$ cat src/rtl/spi_slave_cmd_ctrl.sv
// spi_slave_cmd_ctrl: command-decoding SPI mode-0 slave, fully sequenced in the clk_12MHz domain.
// Ports: clk_12MHz/i_rst system clock and async reset; i_SPI_CLK/i_SPI_CS/i_SPI_MOSI/o_SPI_MISO SPI pins;
// i_tx_frame/o_tx_frame_ack read-frame snapshot; o_wr_data/o_wr_valid write bytes; o_cmd/o_busy/o_err status.
module spi_slave_cmd_ctrl #(
    parameter int         FRAME_BYTES = 5,
    parameter int         SYNC_STAGES = 2,
    parameter logic [7:0] IDLE_FILL   = 8'hFF
) (
    input  logic                     clk_12MHz,
    input  logic                     i_rst,
    input  logic                     i_SPI_CLK,
    input  logic                     i_SPI_CS,
    input  logic                     i_SPI_MOSI,
    output logic                     o_SPI_MISO,
    input  logic [8*FRAME_BYTES-1:0] i_tx_frame,
    output logic                     o_tx_frame_ack,
    output logic [7:0]               o_wr_data,
    output logic                     o_wr_valid,
    output logic [7:0]               o_cmd,
    output logic                     o_busy,
    output logic                     o_err
);
    localparam int W = 8 * FRAME_BYTES;

    typedef enum logic [2:0] {IDLE, CMD, READ, WRITE, DRAIN} state_t;

    state_t                 state, state_n;
    logic [SYNC_STAGES-1:0] sck_s, cs_s, mosi_s;
    logic                   sck_d, cs_d;
    logic                   cs_low, cs_rise, cs_fall, rx_edge, tx_edge;
    logic [2:0]             bit_cnt;
    logic [7:0]             rx_sh;
    logic                   byte_done;
    logic [4:0]             rd_cnt, rd_total;
    logic [W-1:0]           tx_sr;
    logic                   load, wr_stb, err_stb;

    // CS chain resets low so a CS already held low after reset never looks like a fresh fall
    always_ff @(posedge clk_12MHz or posedge i_rst) begin
        if (i_rst) begin
            sck_s  <= '0;
            cs_s   <= '0;
            mosi_s <= '0;
            sck_d  <= 1'b0;
            cs_d   <= 1'b0;
        end else begin
            sck_s  <= {sck_s[SYNC_STAGES-2:0], i_SPI_CLK};
            cs_s   <= {cs_s[SYNC_STAGES-2:0], i_SPI_CS};
            mosi_s <= {mosi_s[SYNC_STAGES-2:0], i_SPI_MOSI};
            sck_d  <= sck_s[SYNC_STAGES-1];
            cs_d   <= cs_s[SYNC_STAGES-1];
        end
    end

    assign cs_low   = ~cs_s[SYNC_STAGES-1];
    assign cs_rise  = cs_s[SYNC_STAGES-1] & ~cs_d;
    assign cs_fall  = cs_low & cs_d;
    assign rx_edge  = (state != IDLE) & cs_low & sck_s[SYNC_STAGES-1] & ~sck_d;
    assign tx_edge  = (state != IDLE) & cs_low & ~sck_s[SYNC_STAGES-1] & sck_d;
    assign rd_total = rd_cnt + {4'd0, byte_done};
    assign o_busy   = state != IDLE;
    assign o_tx_frame_ack = load;

    always_comb begin
        state_n = state;
        load    = 1'b0;
        wr_stb  = 1'b0;
        err_stb = 1'b0;
        case (state)
            IDLE:  state_n = cs_fall ? CMD : IDLE;
            CMD: if (byte_done) begin
                case (rx_sh)
                    8'h00: state_n = DRAIN;
                    8'h01: begin state_n = READ; load = 1'b1; end
                    8'h02: state_n = WRITE;
                    default: begin state_n = DRAIN; err_stb = 1'b1; end
                endcase
            end
            WRITE: wr_stb = byte_done;
            default: ;
        endcase
        // a byte completing alongside CS rise is handled above before returning to IDLE
        if (cs_rise && state != IDLE) begin
            state_n = IDLE;
            if (load || (state == READ && rd_total < 5'(FRAME_BYTES)))
                err_stb = 1'b1;
        end
    end

    always_ff @(posedge clk_12MHz or posedge i_rst) begin
        if (i_rst) begin
            state      <= IDLE;
            bit_cnt    <= '0;
            rx_sh      <= '0;
            byte_done  <= 1'b0;
            rd_cnt     <= '0;
            tx_sr      <= '0;
            o_SPI_MISO <= IDLE_FILL[7];
            o_cmd      <= '0;
            o_wr_data  <= '0;
            o_wr_valid <= 1'b0;
            o_err      <= 1'b0;
        end else begin
            state      <= state_n;
            bit_cnt    <= (cs_rise || cs_fall) ? 3'd0 : rx_edge ? bit_cnt + 3'd1 : bit_cnt;
            rx_sh      <= rx_edge ? {rx_sh[6:0], mosi_s[SYNC_STAGES-1]} : rx_sh;
            byte_done  <= rx_edge && bit_cnt == 3'd7;
            rd_cnt     <= load ? 5'd0 : (state == READ && byte_done && rd_cnt < 5'(FRAME_BYTES)) ? rd_cnt + 5'd1 : rd_cnt;
            // fill bits shifted in behind the frame come out byte-aligned once the frame is exhausted
            tx_sr      <= load ? i_tx_frame : (tx_edge && state == READ) ? {tx_sr[W-2:0], IDLE_FILL[~bit_cnt]} : tx_sr;
            o_SPI_MISO <= cs_rise ? IDLE_FILL[7] : !tx_edge ? o_SPI_MISO : state == READ ? tx_sr[W-1] : IDLE_FILL[~bit_cnt];
            o_cmd      <= (state == CMD && byte_done) ? rx_sh : o_cmd;
            o_wr_data  <= wr_stb ? rx_sh : o_wr_data;
            o_wr_valid <= wr_stb;
            o_err      <= err_stb;
        end
    end
endmodule

$ cat config.mk
export PLATFORM = sky130hd
export DESIGN_NAME = spi_slave_cmd_ctrl
export DESIGN_NICKNAME = d
export VERILOG_FILES = /design/src/rtl/spi_slave_cmd_ctrl.sv
export SDC_FILE = /design/constraint.sdc
export NUM_CORES = 1
export LEC_CHECK = 0
export BUFFER_PORTS_ARGS = -buffer_cell sky130_fd_sc_hd__buf_2
export CORE_UTILIZATION = 40
export DETAILED_ROUTE_END_ITERATION = 10
export GPL_ROUTABILITY_DRIVEN = 1
export GPL_TIMING_DRIVEN = 0
export PLACE_DENSITY = 0.71
export SLEW_MARGIN = 40
export SYNTH_ARGS = -nofsm -noshare
export SYNTH_HDL_FRONTEND = slang
export SYNTH_SLANG_ARGS = --single-unit
$ cat constraint.sdc
create_clock -name clk_12MHz -period 5.4 [get_ports clk_12MHz]
set_clock_uncertainty 0.2 [all_clocks]
set_input_delay 0 -clock clk_12MHz [delete_from_list [all_inputs] [get_ports clk_12MHz]]
set_output_delay 0 -clock clk_12MHz [all_outputs]
set_load 0.01 [all_outputs]
=== Word-level counts from Yosys, hierarchy flattened ===
Memory sizes are Yosys's and may differ from the RTL's.
Cells that the tools add are included.

* Register bits: 87
* Bits in read-only memories: 8
* Input port bits: 45
* Output and inout port bits: 21
* Logic and storage cells: 85
* Memories kept: 1

{| class="wikitable"
|+ Memories
! name !! depth !! bits a word !! read ports !! clocked after Yosys merged registers in !! wr ports !! RTL line !! RTL
|-
| (name not given) || 8 || 1 || 1 || 0 || 0 || 111 || <nowiki>o_SPI_MISO <= cs_rise ? IDLE_FILL[7] : !tx_edge ? o_SPI_MISO : state == READ ? tx_sr[W-1] : IDLE_FILL[~bit_cnt ...</nowiki>
|}

* $add $sub $neg: 3
* $lt $le $gt $ge: 3
* Eq/ne operators: 7
* Multiplexer cells: 24
* Bitwise operators: 12
* Reduce and logical (&&, ||, !) cells: 19

{| class="wikitable"
|+ Operator list
! operator !! number
|-
| $mux W40 || 2
|-
| $mux W1 || 14
|-
| $mux W3 || 4
|-
| $pmux W3 S2 || 2
|-
| $lt A5 B3 Y1 const B || 2
|-
| $mux W5 || 2
|-
| $eq A8 B1 Y1 const B || 1
|-
| $eq A8 B2 Y1 const B || 1
|-
| $logic_not A8 Y1 || 1
|-
| $reduce_bool A2 Y1 || 4
|-
| $and A1 B1 Y1 || 7
|-
| $logic_and A1 B1 Y1 || 7
|-
| $eq A3 B2 Y1 const B || 2
|-
| $reduce_bool A3 Y1 || 2
|-
| $add A5 B1 Y5 || 1
|-
| $add A5 B1 Y5 const B || 1
|-
| $lt A3 B4 Y1 const B || 1
|-
| $not A1 Y1 || 4
|-
| $add A3 B1 Y3 const B || 1
|-
| $eq A3 B1 Y1 const B || 1
|-
| $eq A3 B3 Y1 const B || 1
|-
| $logic_not A3 Y1 || 1
|-
| $ne A3 B3 Y1 const B || 1
|-
| $not A3 Y3 || 1
|-
| 3 further kinds || 4
|}

=== Logic depth before layout (Yosys ltp) ===
* Depth in word-level cells: 7
* Mapped depth: 7
* Gate-level depth less buffers: 6

=== Least setup slack after synthesis ===
No wires, ideal clock.

* Path type: flip-flop to flip-flop
* From: reg state[1]
* To: reg rx_sh[0]
* Library setup time: 0.125 ns
* Arrival time: 1.446 ns
* Required time: 5.075 ns
* Path slack: 3.629 ns
* Stages on the path, launching flop included: 6
* Buffers on the path: 2
* Period minus slack after synthesis: 1.771 ns
* Cells stage by stage: dfrtp_1 or3_1 buf_6 nand3_4 buf_12 mux2_4

* Cells in the longest elaborated chain, start to end: 4

{| class="wikitable"
|+ RTL lines
! what !! RTL line !! RTL
|-
| start, declared || 27 || <nowiki>state_t state, state_n;</nowiki>
|-
| start signal, assigned || 104 || <nowiki>state <= state_n;</nowiki>
|-
| $reduce_bool A3 Y1 || -- ||
|-
| via o_busy || 20 || <nowiki>output logic o_busy,</nowiki>
|-
| $and A1 B1 Y1 (3 in a row) || 58 || <nowiki>assign rx_edge = (state != IDLE) & cs_low & sck_s[SYNC_STAGES-1] & ~sck_d;</nowiki>
|-
| end signal, assigned || 106 || <nowiki>rx_sh <= rx_edge ? {rx_sh[6:0], mosi_s[SYNC_STAGES-1]} : rx_sh;</nowiki>
|-
| end, declared || 32 || <nowiki>logic [7:0] rx_sh;</nowiki>
|}

The timed path passes the listed nets, and every way through them passes these cells.
A chain may end at the register's enable or synchronous reset.

=== Final worst setup path ===
* From: reg rx_sh[4]
* To: out o_tx_frame_ack

* Cells in the longest elaborated chain, start to end: 4

{| class="wikitable"
|+ RTL lines
! what !! RTL line !! RTL
|-
| $eq A8 B1 Y1 || 72 || <nowiki>case (rx_sh)</nowiki>
|-
| $mux W1 || 72 ||
|-
| $mux W1 || 71 || <nowiki>CMD: if (byte_done) begin</nowiki>
|-
| $mux W1 || 69 || <nowiki>case (state)</nowiki>
|-
| end, declared || 16 || <nowiki>output logic o_tx_frame_ack,</nowiki>
|}

No other way between the ends.

==> flow_summary.json <==
{
  "syn2layout_area_growth_pct": 29.7,
  "final_cells": 591,
  "grt_pass1_vias": 2774,
  "setup_viol": 0,
  "fp.coreArea_mm2": 0.00928,
  "ys_seq_area_frac": 0.565,
  "power.share.clock": 0.324,
  "placed_cells": 530,
  "grt_setup_unrepaired": "no",
  "status": "finished, final reports clean",
  "diodes": 0,
  "die_y_um": 100,
  "die_w_um": 100,
  "cts.reportedPaths.clkPinSlew_ns": 0.10,
  "worstMarginPinSlew_ns": 0.405,
  "drc": 0,
  "min_path_type": "in2reg",
  "io_buffers": 65,
  "drt-pass1-iter-count": 5,
  "globalplace.congestion": 0.770,
  "root_buffer": "clkbuf_8",
  "synthTopCellsByArea": "dfrtp_1 56%, mux2i_1 11%, a21oi_1 5.6%",
  "avgSynthCellArea_um2": 11.5,
  "p_leak_nw": 2.74,
  "via_per_inst": 4.77,
  "dp_worst_setup_slack_ns": 3.51,
  "htreeDepth": 3,
  "layout_common_cells": "86 x dfrtp_1, 70 x buf_2, 51 x nor2_1",
  "routed_wl_mm": 7.85,
  "cts_tree": "yes",
  "die_area_mm2": 0.0100,
  "r2r_setup_slack_ns": 3.48,
  "criticalPathCategory": "reg2out",
  "clk-insertion-delay-late_ns": 0.37,
  "nets": 509,
  "synth_seq_cells": 87,
  "critical_path_arrival_ns": 1.95,
  "period_minus_slack_ns": 2.15,
  "ios": 66,
  "setup_ws_ns": 3.25,
  "p_sw_mw": 0.348,
  "crit_fanout": 10,
  "routedWlPerCell_um": 13.3,
  "hpwl_mm": 5.07,
  "syn_nets": 387,
  "finalHoldViolations": 0,
  "numCtsBuffers": 9,
  "endpoint_kind": "primary output",
  "placed_area_mm2": 0.00438,
  "grt_use_total": 0.170,
  "pwr-share-seq": 0.554,
  "antenna_found_initial": 0,
  "intPower_mw": 0.943,
  "ys_warn_count": 0,
  "cts_resized": 0,
  "setup_tns_ns": 0,
  "ant_nets": 0,
  "grt_overflow": 0,
  "drtIter0Drc": 165,
  "grt_max_degree": 54,
  "max-clock-path-buffers": 2,
  "timing.fmax_ghz": 0.464,
  "ir_drop_mv": 0.170,
  "syn-cell-area_mm2": 0.00386,
  "synthCells": 335,
  "final_cell_area_mm2": 0.00500,
  "post-route-period-util": 0.399,
  "power.density_mw_per_mm2": 258,
  "synth_area_leader_cell": "dfrtp_1",
  "initial_utilization": 0.416,
  "synth_top_area_share": 0.558,
  "grt_pass1_wl_mm": 13.2,
  "cp-start-kind": "register",
  "post_cts_buffers": 0,
  "drv_cap": 0,
  "required_ns": 5.20,
  "p_comb_frac": 0.122,
  "maxSlewViolCount": 0,
  "layout-drive-gt1-share": 0.253,
  "layout.cells.most_common": "dfrtp_1",
  "cts-hold-fix-buffers": 45,
  "fp-row-count": 35,
  "relSlewSlack": 0.730,
  "cts_sinks": 87,
  "vias": 2818,
  "synth_cell_type_count": 38,
  "switching_share": 0.269
}
cells in the mapped netlist (all sizes together):
library cell	n
a22oi	1
buf	15
nor4	1
a31oi	2
clkinv	1
o21ba	1
nor3b	2
mux2i	42
and4bb	1
nand3	4
nor2	51
nor4bb	1
xor2	5
o2bb2ai	1
a21oi	43
o21bai	1
nand4b	1
mux2	15
or3	1
o32ai	1
dfrtp	86
nand2	25
xnor2	1
nor2b	3
inv	8
nand4	2
dfstp	1
and2	4
a21boi	1
clkbuf	2
ha	7
o21ai	5
layout make-up:
cell class,instances,area (µm²)
clock buffer,9,124
timing repair buffer,111,803
fill,819,4280
multi-input combinational,222,1500
buffer,17,150
tap,129,161
clock inverter,7,52.6
sequential,87,2180
inverter,9,38.8
worst paths after layout:
check / from / end / cells past startpoint
max reg2reg: rx_sh[4] / tx_sr[27] / 6
min in group asynchronous: i_rst / tx_sr[19] / 4
max in group asynchronous: i_rst / o_SPI_MISO / 5
max: rx_sh[4] / o_tx_frame_ack / 5
min reg2reg: cs_s[0] / cs_s[1] / 0
min: i_SPI_CS / cs_s[0] / 2
flip-flops by register name, indices dropped and copies added (netlist names):
signal	count
tx_sr	40
o_SPI_MISO	1
byte_done	1
rd_cnt	5
o_wr_valid	1
cs_d	1
state	3
o_cmd	8
mosi_s	2
rx_sh	8
o_err	1
bit_cnt	3
o_wr_data	8
sck_d	1
cs_s	2
sck_s	2
metrics by stage:
stage / util / total power [mW] / hold slack [ns]
2_1_floorplan: - / 0.811 / -0.169
3_3_place_gp: 0.468 / 0.850 / -0.0916
3_5_place_dp: 0.472 / 0.860 / -0.186
4_1_cts: 0.539 / 1.31 / 0.0496
5_1_grt: 0.539 / 1.35 / 0.0705
6_report: 0.539 / 1.29 / 0.0749
critical path: stages, from the launching register on:
cell     delay [ns]
dfrtp_1        0.44
nor4_1         0.38
nand4_1        0.23
buf_4          0.25
inv_1          0.13
buf_2          0.15
kinds of logic (layout without fill, tap and decap cells):
kind of cell               after synthesis  in the layout  share of synthesized area
DFF                                     87             87                      0.565
adders and majority gates                7              7                     0.0227
buffers and inverters                   26            153                     0.0477
xor gates and xnor gates                 6              6                     0.0136
AOI/OAI and AO/OA                       56             56                     0.0785
and+or+nand+nor                         96             96                      0.113
muxes                                   57             57                      0.160
metal layers:
layer	part of all wire	vias to the layer above	routed length [µm]	global-route usage
met5	0	-	0	0
met3	0.023	19	181	0.0320
li1	-	1388	-	-
met4	0.030	0	234	0.0858
met2	0.49	51	3850	0.278
met1	0.46	1360	3590	0.216
power by group through the flow:
stage                     registers [mW]  clock network (mW)  logic (mW)
final                              0.715               0.418       0.157
after global routing               0.720               0.457       0.175
after CTS                          0.715               0.437       0.158
after detailed placement           0.728                   0       0.132
after global placement             0.725                   0       0.125
after floorplan                    0.718                   0      0.0930
Power figures use the tool's default switching activity.
